`config.mk`:
```
export PLATFORM = sky130hd
export DESIGN_NAME = ahb_slave_ctrl
export DESIGN_NICKNAME = d
export VERILOG_FILES = /design/src/rtl/ahb_slave_ctrl.sv
export SDC_FILE = /design/constraint.sdc
export NUM_CORES = 1
export LEC_CHECK = 0
export ABC_AREA = 1
export CAP_MARGIN = 25
export CORE_MARGIN = 2
export CORE_UTILIZATION = 49
export CTS_CLUSTER_SIZE = 20
export DETAILED_ROUTE_END_ITERATION = 10
export PLACE_DENSITY = 0.84
export REMOVE_ABC_BUFFERS = 1
export SETUP_SLACK_MARGIN = 0.05
export SYNTH_ARGS = -nofsm -noshare
export SYNTH_HDL_FRONTEND = slang
export SYNTH_SLANG_ARGS = --single-unit
```
`constraint.sdc`:
```
create_clock -name hclk -period 3.81 [get_ports hclk]
set_input_delay 0.5715 -clock hclk [delete_from_list [all_inputs] [get_ports hclk]]
set_output_delay 0.5715 -clock hclk [all_outputs]
set_load 0.01 [all_outputs]
```
`src/rtl/ahb_slave_ctrl.sv`:
```
`default_nettype none
// ============================================================================
// Module  : ahb_slave_ctrl
// Brief   : AHB-Lite slave control stage: address check, wait states,
//           two-cycle ERROR response, read/write strobes, sticky error code.
// Revision: 1.0 - initial release
// ============================================================================
module ahb_slave_ctrl #(
  parameter int ADDR_W      = 8,
  parameter int WAIT_STATES = 1
) (
  input  logic              hclk,
  input  logic              hreset_n,
  input  logic              hsel_x,
  input  logic [ADDR_W-1:0] haddr,
  input  logic [1:0]        htrans,
  input  logic              hwrite,
  input  logic [2:0]        hsize,
  input  logic              hready,
  input  logic [7:0]        hwdata,
  output logic              hreadyout,
  output logic              hresp,
  output logic [1:0]        read_select,
  output logic              rd_strobe,
  output logic              wr_en,
  output logic [1:0]        wr_addr,
  output logic [7:0]        wr_data,
  output logic [1:0]        err_status
);

  localparam logic [2:0] c_IDLE = 3'd0;
  localparam logic [2:0] c_WAIT = 3'd1;
  localparam logic [2:0] c_DATA = 3'd2;
  localparam logic [2:0] c_ERR1 = 3'd3;
  localparam logic [2:0] c_ERR2 = 3'd4;

  localparam logic [1:0] c_NONSEQ    = 2'b10;
  localparam logic [1:0] c_SEQ       = 2'b11;
  localparam logic [3:0] c_WAIT_INIT = 4'(WAIT_STATES - 1);

  logic [2:0] r_state;
  logic [2:0] w_next_state;
  logic [3:0] r_cnt;
  logic [3:0] w_next_cnt;

  logic       w_can_accept;
  logic       w_accept;
  logic [1:0] w_code;
  logic       w_legal;
  logic       w_data_end;

  logic [1:0] r_addr_q;
  logic       r_write_q;
  logic [2:0] r_size_q;
  logic [1:0] r_read_select;
  logic       r_rd_strobe;
  logic       r_wr_en;
  logic [1:0] r_wr_addr;
  logic [7:0] r_wr_data;
  logic [1:0] r_err_status;

  // A new address phase can only be taken while this slave reports ready.
  assign w_can_accept = (r_state == c_IDLE) || (r_state == c_DATA) || (r_state == c_ERR2);
  assign w_accept     = w_can_accept && hsel_x && hready &&
                        ((htrans == c_NONSEQ) || (htrans == c_SEQ));
  assign w_legal      = (w_code == 2'd0);
  assign w_data_end   = (r_state == c_DATA);

  always_comb begin
    w_code = 2'd0;
    if (haddr[ADDR_W-1:2] != '0) begin
      w_code = 2'd1;
    end else if (hsize != 3'd0) begin
      w_code = 2'd2;
    end else if (hwrite && ((haddr[1:0] == 2'd0) || (haddr[1:0] == 2'd3))) begin
      w_code = 2'd3;
    end
  end

  always_ff @(posedge hclk or negedge hreset_n) begin
    if (!hreset_n) begin
      r_state <= c_IDLE;
      r_cnt   <= 4'd0;
    end else begin
      r_state <= w_next_state;
      r_cnt   <= w_next_cnt;
    end
  end

  always_comb begin
    w_next_state = r_state;
    w_next_cnt   = r_cnt;
    case (r_state)
      c_IDLE, c_DATA, c_ERR2: begin
        if (w_accept && w_legal) begin
          w_next_state = c_WAIT;
          w_next_cnt   = c_WAIT_INIT;
        end else if (w_accept) begin
          w_next_state = c_ERR1;
        end else begin
          w_next_state = c_IDLE;
        end
      end
      c_WAIT: begin
        if (r_cnt == 4'd0) begin
          w_next_state = c_DATA;
        end else begin
          w_next_cnt = r_cnt - 4'd1;
        end
      end
      c_ERR1:  w_next_state = c_ERR2;
      default: w_next_state = c_IDLE;
    endcase
  end

  always_comb begin
    hreadyout = 1'b1;
    hresp     = 1'b0;
    case (r_state)
      c_WAIT: hreadyout = 1'b0;
      c_ERR1: begin
        hreadyout = 1'b0;
        hresp     = 1'b1;
      end
      c_ERR2:  hresp = 1'b1;
      default: ;
    endcase
  end

  always_ff @(posedge hclk or negedge hreset_n) begin
    if (!hreset_n) begin
      r_addr_q      <= 2'd0;
      r_write_q     <= 1'b0;
      r_size_q      <= 3'd0;
      r_read_select <= 2'd0;
      r_rd_strobe   <= 1'b0;
      r_wr_en       <= 1'b0;
      r_wr_addr     <= 2'd0;
      r_wr_data     <= 8'd0;
      r_err_status  <= 2'd0;
    end else begin
      if (w_accept) begin
        r_addr_q  <= haddr[1:0];
        r_write_q <= hwrite;
        r_size_q  <= hsize;
      end
      r_rd_strobe <= w_accept && w_legal && !hwrite;
      if (w_accept && w_legal && !hwrite) begin
        r_read_select <= haddr[1:0];
      end
      // Write data is only valid on the bus during the final data-phase cycle.
      r_wr_en <= w_data_end && r_write_q;
      if (w_data_end && r_write_q) begin
        r_wr_addr <= r_addr_q;
        r_wr_data <= hwdata;
      end
      if (w_accept && !w_legal) begin
        r_err_status <= w_code;
      end else if (w_data_end && !r_write_q && (r_addr_q == 2'd0) && (r_size_q == 3'd0)) begin
        r_err_status <= 2'd0;
      end
    end
  end

  assign read_select = r_read_select;
  assign rd_strobe   = r_rd_strobe;
  assign wr_en       = r_wr_en;
  assign wr_addr     = r_wr_addr;
  assign wr_data     = r_wr_data;
  assign err_status  = r_err_status;

endmodule
`default_nettype wire

```
==> summary.txt <==
Worst setup path
  – Origin of the critical flop-to-flop path: r_state[1]
  – Crit path from: r_state[1]
  – Crit path kind: reg -> out
  – Worst path required time: 3.24 ns
  – Crit path capture type: output port
  – Crit path DAT: 1.64 ns
  – CP max FO: 4
  – Worst path slowest cell: clkdlybuf4s50_1
  – Worst R2R Path Depth: 6
  – Worst-path cell chain: inv_1 > nor2_1 > nand2_1 > nand2_1 > clkdlybuf4s50_1
  – Worst Setup Start Kind: flop
  – Max stage delay on crit path: 0.53 ns
  – CP dominant cell by count: nand2_1
  – Reg2Reg Setup Slack: 2.30 ns
  – Setup crit end: hresp
  – RR Endpoint: wr_data[3]

Yosys
  – Post-synthesis sequential area ratio: 52.9%
  – Mapped Area: approximately 1400 um^2
  – YS warnings: 0
  – Synth Instances: roughly 160
  – Yosys reg bits: 29
  – Distinct cells, synth: 20
  – Mean Syn Cell Area: 8.36 um^2

Clock network
  – # hold bufs at CTS: 0
  – Root buf cell: clkbuf_4
  – H-tree depth: 2
  – CTS Buf Count: 5
  – Reg clk slew, reported paths: 0.10 ns
  – Worst-Skew Late Latency: 0.33 ns
  – Max Buffers Root-to-Sink: 2
  – Cts repair resizes: 0
  – Postcts setup bufs: 0
  – CTS tree: yes
  – CTS sink count: 29

Min path
  – Hold Path Class: reg -> reg

Die
  – Full die area: around 3200 um^2
  – Io pins: 44
  – Initial Util: between 50% and 60%
  – Die Wd: 56.9 um
  – Rows: 19
  – Chip Height: roughly 57 um
  – Core Region: 2710 um^2

Routing
  – Routed len/inst: ~12 um
  – DRC viols: 0
  – Routed wire length: about 3000 um
  – Post-detailed-route count of antenna-violating nets: 0
  – DR pass1 iterations: 6
  – DRT iter0 DRCs: 44
  – Routed vias/inst: 4.89
  – Routed vias: 1,199

GRT
  – Largest net degree at the start of global routing: 30
  – Number of global-route vias before repair: 1,241
  – GR Overflow Total: 0
  – First-pass GRT wire length: between 5000 and 6000 um
  – Initial antenna violation count: 0
  – GRT Total Usage: 21.2%

Timing
  – Fin crit period: roughly 2.2 ns
  – RSZ-0062 raised after global routing: no
  – Pin slew with the least headroom to its limit: 0.464 ns
  – Endpoints failing hold: 0
  – Max-slew headroom: 69.0%
  – Period utilization: 58.0%
  – Setup TNS: 0 ns
  – Fmax: 452 MHz
  – Final setup viols: 0
  – Pins over their slew limit: 0
  – Clock skew: 0.0128 ns

Power and ir drop
  – Pleak: 0.00101 uW
  – Max VDD drop: about 0.38 mV
  – Total power draw: 939 uW
  – Total power divided by cell area: 489 nW/um^2

Placed design
  – DP HPWL: 2370 um
  – PortBufs: 42
  – GPL Wtd Cong: 0.791
  – Area after DPL: between 1500 and 2000 um^2

Cells and area
  – Nets: 241
  – Area grow syn2layout: 39.9%
  – Design area: 1920 um^2
  – Layout cells sized above 1: approximately 8.4%
  – # diodes: 0

Flow run
  – Max_cap viols: 0

Status
  – Status: finished clean
## logic make-up after synthesis
group	after synthesis	synth area share (%)
fa+ha+maj	2	1.82
compound gates	8	3.10
buf+inv	23	6.39
simple gates	100	34.5
xor+xnor	2	1.28
flops	29	52.9
## final cells by class
cell class	count	area, um^2
Sequential cell	29	726
Timing Repair Buffer	43	428
Fill cell	220	792
Clock buffer	7	55.1
Multi-Input combinational cell	112	558
Inverter	22	82.6
Tap cell	31	38.8
Clock inverter	1	30.0
## per-stage QoR
| step | worst slack (ns) | hold slack (ns) | cells | utilization (%) |
|---|---|---|---|---|
| 5_1_grt | 1.47 | 0.499 | 245 | 70.8 |
| 3_5_place_dp | 1.70 | 0.462 | 237 | 67.6 |
| 4_1_cts | 1.58 | 0.481 | 245 | 70.8 |
| 3_3_place_gp | 1.84 | 0.459 | 237 | 67.6 |
| 6_report | 1.60 | 0.482 | 245 | 70.8 |
| 2_1_floorplan | 2.41 | 0.276 | 163 | - |
## report_power, final
| part | total (uW) | switching, uW | leakage, uW | internal, uW |
|---|---|---|---|---|
| Sequential | 411 | 37.5 | 0.000375 | 374 |
| Combinational | 266 | 118 | 0.000587 | 148 |
| Clock | 262 | 105 | 0.0000455 | 157 |
| Total | 939 | 261 | 0.00101 | 678 |
## cells in the final DEF (no fill, tap or decap), types with 2 or more instances in the layout
master | synthesis | routed
inv_2 | 3 | 3
nand3_1 | 17 | 17
ha_1 | 2 | 2
nor2_1 | 10 | 10
inv_1 | 19 | 19
clkbuf_4 | 0 | 5
nand2_4 | 2 | 2
o21ai_0 | 7 | 7
nand2_1 | 62 | 62
nand4_1 | 3 | 3
dfrtp_1 | 29 | 29
clkdlybuf4s50_1 | 0 | 42
## per-layer routing
metal,global-route usage (%),vias to the layer above,routed length [um]
met5,0,-,0
met4,9.30,0,40
met3,5.07,4,147
met2,38.4,36,1630
met1,23.4,549,1220
li1,-,610,-
## critical path: cells and delay by family, from the launching register on
family	cells	cell delay (ns)
buf+inv	2	0.62
simple gates	3	0.33
flops	1	0.36
## registers in the layout, indices dropped and copies added (netlist names)
signal,cells
wr_data,8
r_state,3
r_addr_q,2
rd_strobe,1
wr_en,1
wr_addr,2
r_cnt,4
read_select,2
r_size_q,3
r_write_q,1
err_status,2
## Yosys cell counts
cell type  number  area [um^2]
nand3_4         1         17.5
a21boi_1        1         7.51
nand2_1        62          233
nor2_2          1         6.26
nand4_4         1         21.3
dfrtp_1        29          726
nand2_4         2         22.5
nor3_1          1         5.00
ha_1            2         25.0
inv_1          19         71.3
nor2_1         10         37.5
or2_2           1         6.26
nand3_1        17         85.1
xor2_1          1         8.76
inv_2           3         11.3
xnor2_1         1         8.76
buf_2           1         5.00
nand4_1         3         18.8
nor2_8          1         20.0
o21ai_0         7         35.0
## worst min-delay path by stage
stage	start	endpoint	slack, ns	cells past startpoint
after floorplan	hreset_n	err_status[0]	0.28	0
after global placement	read_select[1]	read_select[1]	0.46	2
after detailed placement	read_select[1]	read_select[1]	0.46	2
after CTS	read_select[1]	read_select[1]	0.48	2
after global routing	read_select[1]	read_select[1]	0.50	2
final	read_select[1]	read_select[1]	0.48	2
Note: power is estimated with default switching activity, not from simulation.
